## src/rtl/ddr_rd_burst_sched.sv

```systemverilog
// DDR read-burst scheduler for the video read FIFO.
// Walks the frame buffer linearly from FRAME_BASE and issues AXI read-address
// bursts only when the FIFO has guaranteed room for every outstanding beat.
// Returned beats pass straight through to the FIFO write port.
module ddr_rd_burst_sched #(
   parameter int                    ADDR_WIDTH  = 28,
   parameter logic [ADDR_WIDTH-1:0] FRAME_BASE  = {ADDR_WIDTH{1'b0}},
   parameter int                    FRAME_BEATS = 38400,
   parameter int                    BURST_LEN   = 16,
   parameter int                    FIFO_DEPTH  = 1024,
   parameter int                    WL_WIDTH    = 11
) (
   input  logic                  clk,
   input  logic                  rst,
   input  logic                  frame_start,
   input  logic [WL_WIDTH-1:0]   wr_water_level,
   output logic                  axi_arvalid,
   output logic [ADDR_WIDTH-1:0] axi_araddr,
   output logic [7:0]            axi_arlen,
   input  logic                  axi_arready,
   input  logic                  axi_rvalid,
   input  logic [127:0]          axi_rdata,
   input  logic                  axi_rlast,
   output logic                  axi_rready,
   output logic                  fifo_wr_en,
   output logic [127:0]          fifo_wr_data,
   output logic                  busy,
   output logic                  frame_done,
   output logic                  rd_err
);

   // Beat counters are wide enough to also hold BURST_LEN for the min() compare.
   localparam int             CW   = $clog2(FRAME_BEATS + BURST_LEN + 1);
   localparam logic [CW-1:0]  FB_C = CW'(FRAME_BEATS);
   localparam logic [CW-1:0]  BL_C = CW'(BURST_LEN);

   typedef enum logic [1:0] {
      IDLE  = 2'd0,
      CHECK = 2'd1,
      ADDR  = 2'd2,
      DRAIN = 2'd3
   } state_t;

   state_t              state_r, state_next_s;
   logic [CW-1:0]       issued_r, received_r, remain_s, this_len_s;
   logic [WL_WIDTH-1:0] outstanding_r, outstanding_next_s, ar_add_s, r_sub_s;
   logic                restart_pend_r;
   logic                ar_hs_s, r_hs_s, beat_ok_s, space_ok_s;
   logic                clear_ptrs_s, start_ar_s;
   logic [31:0]         need_s;
   logic                unused_rlast_s;

   assign unused_rlast_s = axi_rlast;

   assign remain_s   = FB_C - issued_r;
   assign this_len_s = (remain_s >= BL_C) ? BL_C : remain_s;
   // Credit includes in-flight beats, so a lagging water level only under-reports space.
   assign need_s     = 32'(wr_water_level) + 32'(outstanding_r) + 32'(this_len_s);
   assign space_ok_s = (need_s <= 32'(FIFO_DEPTH));

   assign ar_hs_s   = axi_arvalid & axi_arready;
   assign r_hs_s    = axi_rvalid & axi_rready;
   // A beat arriving with nothing outstanding is an error and is not counted.
   assign beat_ok_s = r_hs_s & (outstanding_r != {WL_WIDTH{1'b0}});

   assign fifo_wr_en   = r_hs_s;
   assign fifo_wr_data = axi_rdata;

   assign ar_add_s = ar_hs_s ? (WL_WIDTH'(axi_arlen) + WL_WIDTH'(1'b1)) : {WL_WIDTH{1'b0}};
   assign r_sub_s  = beat_ok_s ? WL_WIDTH'(1'b1) : {WL_WIDTH{1'b0}};
   assign outstanding_next_s = outstanding_r + ar_add_s - r_sub_s;

   // Next-state logic: decides when to issue, drain, restart or go idle.
   always_comb begin
      state_next_s = state_r;
      clear_ptrs_s = 1'b0;
      start_ar_s   = 1'b0;
      case (state_r)
         IDLE: begin
            if (frame_start) begin
               state_next_s = CHECK;
               clear_ptrs_s = 1'b1;
            end else begin
               state_next_s = IDLE;
            end
         end
         CHECK: begin
            if (restart_pend_r || frame_start || (remain_s == {CW{1'b0}})) begin
               state_next_s = DRAIN;
            end else if (space_ok_s) begin
               state_next_s = ADDR;
               start_ar_s   = 1'b1;
            end else begin
               state_next_s = CHECK;
            end
         end
         ADDR: begin
            if (axi_arready) begin
               state_next_s = CHECK;
            end else begin
               state_next_s = ADDR;
            end
         end
         DRAIN: begin
            if (outstanding_r == {WL_WIDTH{1'b0}}) begin
               if (restart_pend_r || frame_start) begin
                  state_next_s = CHECK;
                  clear_ptrs_s = 1'b1;
               end else begin
                  state_next_s = IDLE;
               end
            end else begin
               state_next_s = DRAIN;
            end
         end
         default: begin
            state_next_s = IDLE;
         end
      endcase
   end

   // State register, beat accounting and the restart request flag.
   always_ff @(posedge clk or posedge rst) begin
      if (rst) begin
         state_r        <= IDLE;
         issued_r       <= {CW{1'b0}};
         received_r     <= {CW{1'b0}};
         outstanding_r  <= {WL_WIDTH{1'b0}};
         restart_pend_r <= 1'b0;
      end else begin
         state_r       <= state_next_s;
         outstanding_r <= outstanding_next_s;
         if (clear_ptrs_s) begin
            issued_r   <= {CW{1'b0}};
            received_r <= {CW{1'b0}};
         end else begin
            if (ar_hs_s) begin
               issued_r <= issued_r + CW'(axi_arlen) + CW'(1'b1);
            end
            if (beat_ok_s) begin
               received_r <= received_r + CW'(1'b1);
            end
         end
         if (clear_ptrs_s) begin
            restart_pend_r <= 1'b0;
         end else if (frame_start && (state_r != IDLE)) begin
            restart_pend_r <= 1'b1;
         end
      end
   end

   // AXI read-address channel: address and length held stable until accepted.
   always_ff @(posedge clk or posedge rst) begin
      if (rst) begin
         axi_arvalid <= 1'b0;
         axi_araddr  <= FRAME_BASE;
         axi_arlen   <= 8'd0;
      end else begin
         if (start_ar_s) begin
            axi_arvalid <= 1'b1;
            axi_araddr  <= FRAME_BASE + ADDR_WIDTH'({issued_r, 4'b0000});
            axi_arlen   <= 8'(this_len_s - CW'(1'b1));
         end else if (ar_hs_s) begin
            axi_arvalid <= 1'b0;
         end
      end
   end

   // Status outputs, read-data ready and the sticky protocol error flag.
   always_ff @(posedge clk or posedge rst) begin
      if (rst) begin
         axi_rready <= 1'b0;
         busy       <= 1'b0;
         frame_done <= 1'b0;
         rd_err     <= 1'b0;
      end else begin
         axi_rready <= (state_next_s != IDLE) || (outstanding_next_s != {WL_WIDTH{1'b0}});
         busy       <= (state_next_s != IDLE);
         frame_done <= beat_ok_s && (received_r == (FB_C - CW'(1'b1))) && !restart_pend_r;
         if (axi_rvalid && (outstanding_r == {WL_WIDTH{1'b0}})) begin
            rd_err <= 1'b1;
         end
      end
   end

endmodule

```

## config.mk

```make
export PLATFORM = sky130hd
export DESIGN_NAME = ddr_rd_burst_sched
export DESIGN_NICKNAME = d
export VERILOG_FILES = /design/src/rtl/ddr_rd_burst_sched.sv
export SDC_FILE = /design/constraint.sdc
export NUM_CORES = 1
export LEC_CHECK = 0
export CAP_MARGIN = 20
export CORE_UTILIZATION = 40
export DETAILED_ROUTE_END_ITERATION = 10
export GPL_TIMING_DRIVEN = 0
export PLACE_DENSITY = 0.79
export SYNTH_ARGS = -nofsm -noshare
export SYNTH_HDL_FRONTEND = slang
export SYNTH_SLANG_ARGS = --single-unit
```

## constraint.sdc

```tcl
create_clock -name clk -period 13.2 [get_ports clk]
set_input_delay 2.64 -clock clk [delete_from_list [all_inputs] [get_ports clk]]
set_output_delay 2.64 -clock clk [all_outputs]
set_load 0.02 [all_outputs]
```

* Word-level counts from Yosys, hierarchy flattened *
Cells that the tools add are included.

word-level totals
  register bits after elaboration = 75
  memory bits (writable) = 0
  latch bits = 0
  bits in read-only memories = 0
  output and inout port bits = 170
  memories kept = 0

cells by class
  equality and inequality tests = 4
  divide/modulo/power cells = 0
  reductions and logical operators = 19
  shift-type cells = 0
  bitwise operators = 3
  add/sub/neg operators = 10
  multiply operators = 0
  $lt $le $gt $ge = 2
  muxes and demuxes = 25

operators with widths
  operator                count
  $mux 16                 5
  $add 16x1->16 const B   2
  $reduce_bool 11->1      2
  $add 12x16->17          1
  $le 17x11->1 const B    1
  $add 16x8->16           1
  $eq 16x16->1 const B    1
  $ge 16x5->1 const B     1
  $logic_not 16->1        1
  $sub 16x16->16 const A  1
  $mux 1                  13
  $add 11x11->12          1
  $reduce_bool 2->1       6
  $add 11x9->11           1
  $logic_not 11->1        1
  $sub 11x1->11           1
  $add 8x1->9 const B     1
  $mux 9                  1
  $mux 2                  4
  $pmux 2 s4              1
  $sub 8x1->8 const B     1
  $eq 2x2->1 const B      2
  $logic_and 1x1->1       4
  $and 1x1->1             3
  other kinds (5)         7

* Depth between registers and ports, before layout *
Gate-level depths: netlist of run 1.

  depth in word-level cells = 10
  depth in mapped cells = 23
  mapped depth without buffers = 22

* Least setup slack after synthesis of run 1 *
Ideal clock, no wire load.

  path kind = input -> register
  start = input axi_arready
  end = register axi_rready
  arrival time = 5976 ps
  setup slack = 7086 ps
  stages = 15
  path buffers = 2
  required time = 13061 ps
  cells stage by stage = and2_1 > clkbuf_1 > clkbuf_1 > nand2_1 > ha_1 > inv_1 > ha_1 > a21o_1 > a21oi_1 > o21ai_1 > a21oi_1 > xnor2_1 > or4b_1 > or4_1 > or4_1

between the ends
  cells in the longest elaborated chain, start to end = 6
  elaborated cells on any way between the ends = 9

RTL lines
  what                             line  text
  start, declared                  20    input logic axi_arready,
  $and 1x1->1                      61    assign ar_hs_s = axi_arvalid & axi_arready;
  $mux 9                           69    assign ar_add_s = ar_hs_s ? (WL_WIDTH'(axi_arlen) + WL_WIDTH'(1'b1)) : {WL_WIDTH{1'b0}};
  $add 11x9->11                    71    assign outstanding_next_s = outstanding_r + ar_add_s - r_sub_s;
  $sub 11x1->11                    71
  named net outstanding_next_s[5]  46    logic [WL_WIDTH-1:0] outstanding_r, outstanding_next_s, ar_add_s, r_sub_s;
  $reduce_bool 11->1               177   axi_rready <= (state_next_s != IDLE) || (outstanding_next_s != {WL_WIDTH{1'b0}});
  $logic_or 1x1->1                 177
  end signal, assigned             177
  end, declared                    24    output logic axi_rready,

The timed path passes the listed nets, and every way through them passes these cells.
A chain may end at the register's enable or synchronous reset.

* Final worst setup path of run 1 *
Same ends and word-level chain as after synthesis.

==> impl_metrics.env, run 1 <==
export IMPL_status="completed"
export IMPL_critPathLaunch="axi_arready"
export IMPL_fp_dieArea_sq_um=16700
export IMPL_vias_per_cell=4.87
export IMPL_ys_flop_type="dfrtp_1"
export IMPL_synth_commonest_cells="buf_4 (140), dfrtp_1 (75), inv_1 (70)"
export IMPL_hold_viol=0
export IMPL_yosys_area_share_simple_pct=15.0
export IMPL_fin_area_sq_um=8900
export IMPL_postCtsSetupBuffers=0
export IMPL_cts_resized=0
export IMPL_r2r_end="axi_arlen[2]$_DFFE_PP0P_"
export IMPL_grt_pass1_wl_um=24500
export IMPL_synth_most_common_cell="buf_4"
export IMPL_start_kind="input port"
export IMPL_via_count=5624
export IMPL_synth_distinct_cells=67
export IMPL_clock_skew_ns=0.00830
export IMPL_r2r_setup_slack_ns=6.82
export IMPL_hpwl_um=12700
export IMPL_clock_latency_ns=0.35
export IMPL_wl_per_cell_um=13.7
export IMPL_die_height_um=129
export IMPL_start_util_pct=40.9
export IMPL_die_x_um=129
export IMPL_synth_xor_area_share_pct=6.75
export IMPL_syn_to_final_growth_pct=37.1
export IMPL_drive_gt1_share_pct=18.8
export IMPL_rows=46
export IMPL_wirelength_um=15800
export IMPL_p_leak_uw=0.00425
export IMPL_end_kind="flip-flop"
export IMPL_synth_mux_area_share_pct=4.82
export IMPL_fin_util_pct=56.0
export IMPL_max_cap_viol_count=0
export IMPL_synth_yosys_seq_area_share_pct=28.9
export IMPL_p_per_area_nw_per_um2=160
export IMPL_critical_path_peak_fanout=10
export IMPL_nets=1140
export IMPL_ir_worst_vdd_mv=0.0847
export IMPL_grt_pass1_vias=5164
export IMPL_ctsRootBufferMaster="clkbuf_16"
export IMPL_path_class="input port to flip-flop"
export IMPL_synthAdderAreaFrac_pct=12.7
export IMPL_drtIter0Drc=302
export IMPL_antenna_found_initial=0
export IMPL_yosys_warnings=0
export IMPL_grt_max_degree=65
export IMPL_avgSynthCellArea_sq_um=8.83
export IMPL_grt_ovfl_total=0
export IMPL_postCtsHoldBufs=0
export IMPL_crit_required_ns=13.40
export IMPL_r2r_start="issued_r[0]$_DFFE_PP0P_"
export IMPL_crit_end="axi_rready$_DFF_PP0_"
export IMPL_tightestPinTransition_ns=0.743
export IMPL_syn_inst=735
export IMPL_ff2ff_path_depth=22
export IMPL_diodes=0
export IMPL_drc=0
export IMPL_ys_seq_elements=75
export IMPL_synth_edf_count=0
export IMPL_numCtsBuffers=9
export IMPL_gp_congestion=0.909
export IMPL_fin_crit_sh_pct=53.8
export IMPL_yosysTopAreaCellShare_pct=28.9
export IMPL_async_reset_ff_share_pct=100
export IMPL_cts_clk_slew_worst_paths_ns=0.06
export IMPL_fmax_mhz=141
export IMPL_min_period_ns=7.11
export IMPL_cts_sinks=75
export IMPL_hold_class="flip-flop to flip-flop"
export IMPL_synthTopCellsByArea="dfrtp_1 (29%), buf_4 (16%), ha_1 (9.6%)"
export IMPL_postRouteAntennaNets=0
export IMPL_h_tree_depth=3
export IMPL_synth_top_family_by_area="buffers and inverters"
export IMPL_clock_path_buffers=2
export IMPL_finalSetupViolations=0
export IMPL_grt_util_all_layers_pct=18.7
export IMPL_tns_ns=0
export IMPL_worst_slew_margin_rel_pct=50.3
export IMPL_dpl_cell_area_sq_um=8570
export IMPL_portBuffers=172
export IMPL_cp_arrival_ns=7.30
export IMPL_mappedNetlistArea_sq_um=6490
export IMPL_cts_tree="built"
export IMPL_ios=315
export IMPL_drv_slew=0
export IMPL_yosysTopAreaCell="dfrtp_1"
export IMPL_synth_compound_area_share_pct=10.3
export IMPL_core_sq_um=15900
export IMPL_rsz0062_at_grt="no"
export IMPL_dr_pass1_iters=5
[state kept, by name (all words and copies together) (netlist names)]
name and cells:
axi_araddr 16, issued_r 16, received_r 16, outstanding_r 11
axi_arlen 8, state_r 2, axi_arvalid 1, axi_rready 1
busy 1, frame_done 1, rd_err 1, restart_pend_r 1
[power by group]
part | total, uW | switching [uW] | leakage (uW) | internal [uW]
clock network | 270 | 103 | 0.000156 | 167
logic | 824 | 449 | 0.00310 | 376
registers | 334 | 54.3 | 0.000989 | 279
total | 1430 | 606 | 0.00425 | 822
[cells by family (layout without fill, tap and decap cells)]
group | count (synthesis) | count (layout)
buffers and inverters | 226 | 415
AND/OR/NAND/NOR | 189 | 189
AO/OA/AOI/OAI | 105 | 105
flip-flops | 75 | 75
adder cells (fa/ha/maj) | 60 | 60
XOR/XNOR | 50 | 50
multiplexers | 28 | 28
other | 2 | 18
[metal layers]
metal / vias up / global-route usage, % / share of wire (%)
li1: 2713 / - / -
met4: 0 / 7.06 / 2.1
met1: 2643 / 23.1 / 40
met2: 237 / 32.8 / 50
met5: - / 0 / 0
met3: 31 / 2.85 / 7.7
[final cells by class]
cell class | count | area, sq um
Clock inverter | 7 | 103
Tap cell | 216 | 270
Timing Repair Buffer | 173 | 1750
Multi-Input combinational cell | 450 | 3280
Sequential cell | 75 | 1880
Clock buffer | 9 | 225
Buffer | 155 | 1120
Inverter | 71 | 269
Fill cell | 1467 | 6980
[through the flow]
stage	total power, uW	cells	setup slack (ns)	hold slack (ns)
after CTS	1430	1156	6.09	0.490
final	1430	1156	6.09	0.475
after global routing	1550	1156	5.86	0.509
after floorplan	940	751	7.09	0.497
after detailed placement	1150	1140	5.84	0.477
after global placement	1120	1139	5.87	0.474
[placed cells by master, fill, tap and decap left out, drive strengths merged, types with 5 or more instances in the layout]
cell / n
mux2: 26
dfrtp: 75
a21o: 6
fa: 10
nand3: 16
conb: 18
o21a: 7
nor4: 6
inv: 71
o21ai: 23
and3: 10
a31oi: 6
nor2b: 5
nor2: 51
or4: 5
clkbuf: 20
ha: 50
xnor2: 25
a21oi: 31
clkdlybuf4s50: 172
xor2: 25
nor3: 10
nand2: 51
or3: 6
nand4: 7
buf: 145
[worst min path at each step]
stage,slack [ns],from,cells past startpoint,endpoint
2_1_floorplan,0.50,received_r[15]$_DFFE_PP0P_,2,received_r[15]$_DFFE_PP0P_
6_report,0.48,rd_err$_DFFE_PP0P_,1,rd_err$_DFFE_PP0P_
5_1_grt,0.51,axi_araddr[15]$_DFFE_PP0P_,1,axi_araddr[15]$_DFFE_PP0P_
3_5_place_dp,0.48,rd_err$_DFFE_PP0P_,1,rd_err$_DFFE_PP0P_
3_3_place_gp,0.47,axi_araddr[17]$_DFFE_PP0P_,1,axi_araddr[17]$_DFFE_PP0P_
4_1_cts,0.49,rd_err$_DFFE_PP0P_,1,rd_err$_DFFE_PP0P_
[critical path, stage by stage]
cell and delay [ns]:
clkdlybuf4s50_1 0.63, and2_1 0.17, clkbuf_1 0.36, clkbuf_1 0.41, nand2_1 0.13, ha_1 0.34, inv_1 0.05, ha_1 0.28
a21o_1 0.18, a21oi_1 0.32, o21ai_1 0.11, a21oi_1 0.19, xnor2_1 0.12, or4b_1 0.53, or4_1 0.39, or4_1 0.45
No activity file was read; power rests on OpenSTA's default activity.
==> inputs of run 2 (changes only) <==
--- a/config.mk
+++ b/config.mk
@@ -6,7 +6,7 @@
 export NUM_CORES = 1
 export LEC_CHECK = 0
 export CAP_MARGIN = 20
-export CORE_UTILIZATION = 40
+export CORE_UTILIZATION = 38
 export DETAILED_ROUTE_END_ITERATION = 10
 export GPL_TIMING_DRIVEN = 0
 export PLACE_DENSITY = 0.79
==> constraint.sdc (replaced) <==
create_clock -name clk -period 6 [get_ports clk]
set_input_delay 1.2 -clock clk [delete_from_list [all_inputs] [get_ports clk]]
set_output_delay 1.2 -clock clk [all_outputs]
set_load 0.02 [all_outputs]
==> impl_metrics.env, run 2 (synthesis gave the netlist of run 1 again) <==
export IMPL_status="completed"
export IMPL_max_cap_viol_count=0
export IMPL_fp_dieArea_sq_um=17600
export IMPL_grt_max_degree=68
export IMPL_fin_area_sq_um=8970
export IMPL_min_period_ns=5.66
export IMPL_diodes=0
export IMPL_final_common_cell="clkdlybuf4s50_1"
export IMPL_h_tree_depth=3
export IMPL_postRouteAntennaNets=0
export IMPL_start_util_pct=39.0
export IMPL_crit_path_cell_trace="nor4_4, and3_1, mux2_2, or4b_4, nor4b_4, and2_1, inv_2, xnor2_1, ha_1, ha_1, inv_1, fa_1, xnor2_1, nor3b_1, nand3_1, nor4_1, nand4_1, o22ai_4, nand3_4, buf_6, mux2_1"
export IMPL_holdWs_ns=0.486
export IMPL_numCtsBuffers=9
export IMPL_grt_ovfl_total=0
export IMPL_grt_pass1_vias=5037
export IMPL_ir_worst_vdd_mv=0.182
export IMPL_p_int_uw=1840
export IMPL_ctsRootBufferMaster="clkbuf_16"
export IMPL_die_x_um=133
export IMPL_hpwl_um=12300
export IMPL_dr_pass1_iters=5
export IMPL_rows=47
export IMPL_finalSetupViolations=0
export IMPL_wl_per_cell_um=13.1
export IMPL_final_cells=1162
export IMPL_die_height_um=133
export IMPL_drtIter0Drc=270
export IMPL_cts_sinks=75
export IMPL_clock_path_buffers=2
export IMPL_cpPeakStageDelay_ns=0.55
export IMPL_mostFrequentLayoutCells="clkdlybuf4s50_1 (172), buf_4 (142), dfrtp_1 (75)"
export IMPL_via_count=5467
export IMPL_p_leak_uw=0.00429
export IMPL_fillers=1528
export IMPL_drive_gt1_share_pct=19.2
export IMPL_p_seq_share_pct=23.2
export IMPL_core_sq_um=16600
export IMPL_cts_tree="built"
export IMPL_crit_required_ns=6.22
export IMPL_hold_viol=0
export IMPL_portBuffers=172
export IMPL_worst_slew_margin_rel_pct=55.9
export IMPL_dpl_cell_area_sq_um=8580
export IMPL_hold_class="flip-flop to flip-flop"
export IMPL_reg_top3="axi_araddr x16, issued_r x16, received_r x16"
export IMPL_switching_share_pct=41.7
export IMPL_path_class="flip-flop to flip-flop"
export IMPL_worstHoldStart="axi_araddr[16]$_DFFE_PP0P_"
export IMPL_r2r_start="issued_r[3]$_DFFE_PP0P_"
export IMPL_gp_congestion=0.871
export IMPL_ios=315
export IMPL_syn_to_final_growth_pct=38.2
export IMPL_grt_util_all_layers_pct=16.9
export IMPL_tightestPinTransition_ns=0.658
export IMPL_slowest_stage="or4b_4"
export IMPL_clock_skew_ns=0.00829
export IMPL_nets=1142
export IMPL_antenna_found_initial=0
export IMPL_critical_path_peak_fanout=10
export IMPL_cts_clk_slew_worst_paths_ns=0.06
export IMPL_drv_slew=0
export IMPL_p_comb_share_pct=58.1
export IMPL_fin_util_pct=53.9
export IMPL_start_kind="flip-flop"
export IMPL_wirelength_um=15200
export IMPL_grt_pass1_wl_um=23900
export IMPL_fmax_mhz=177
export IMPL_dpl_cell_count=1144
export IMPL_cp_arrival_ns=5.87
export IMPL_tns_ns=0
export IMPL_clock_latency_ns=0.34
export IMPL_critPathLaunch="issued_r[3]$_DFFE_PP0P_"
export IMPL_drc=0
export IMPL_fin_crit_sh_pct=94.3
export IMPL_p_per_area_nw_per_um2=353
export IMPL_vias_per_cell=4.70
export IMPL_pwr_share_clk_pct=18.7
export IMPL_end_kind="flip-flop"
export IMPL_p_switching_uw=1320
run 2: worst paths after layout:
path                                         endpoint  slack, ns  depth (start not counted)
max reg2reg                  axi_arlen[4]$_DFFE_PP0P_       0.34                         21
min reg2reg                axi_araddr[16]$_DFFE_PP0P_       0.49                          1
min in group asynchronous   received_r[5]$_DFFE_PP0P_       1.10                          2
min                        axi_araddr[16]$_DFFE_PP0P_       0.49                          1
max                          axi_arlen[4]$_DFFE_PP0P_       0.34                         21
max in group asynchronous  axi_araddr[11]$_DFFE_PP0P_       4.36                          3
run 2: layer usage:
layer / vias up / wire, um / GRT usage [%]
met3: 13 / 948 / 3.79
met5: - / 0 / 0
met4: 0 / 186 / 4.98
met1: 2552 / 6430 / 20.3
li1: 2715 / - / -
met2: 187 / 7620 / 30.1
run 2: final cells by class:
type | instances | area, sq um | share of cell area [%]
multi-input cells | 450 | 3340 | 37.3
clock buffers | 12 | 246 | 2.75
repair buffers | 175 | 1760 | 19.7
well taps | 220 | 275 | 3.07
flip-flops and latches | 75 | 1880 | 20.9
inverters | 71 | 269 | 3.00
clock inverters | 4 | 73.8 | 0.823
plain buffers | 155 | 1120 | 12.5
run 2: timing repair:
action / in CTS / in global routing
pin swaps: 1 / 1
endpoints found under the setup margin: 18 / 25
buffers inserted: 2 / 0
resized for setup: 1 / 8
hold buffers: 0 / 0
run 2: power by group through the flow:
stage	Combinational, uW	Clock [uW]	Sequential (uW)
6_report	1840	592	734
5_1_grt	2040	625	748
4_1_cts	1790	602	730
3_5_place_dp	1780	0	739
3_3_place_gp	1720	0	736
2_1_floorplan	1340	0	728
run 2: per-stage QoR:
step	total power, uW	worst slack, ns
after floorplan	2070	0.674
after global placement	2460	0.00673
after detailed placement	2510	-0.0517
after CTS	3130	0.0708
after global routing	3410	-0.00214
final	3160	0.344
run 2: worst max-delay path: cells and delay by family (launching register included):
| kind | cells | cell delay (ns) |
|---|---|---|
| AO/OA/AOI/OAI | 1 | 0.19 |
| XOR/XNOR | 2 | 0.27 |
| adder cells (fa/ha/maj) | 3 | 0.85 |
| buffers and inverters | 3 | 0.32 |
| flip-flops | 1 | 0.50 |
| multiplexers | 2 | 0.69 |
| AND/OR/NAND/NOR | 10 | 2.69 |
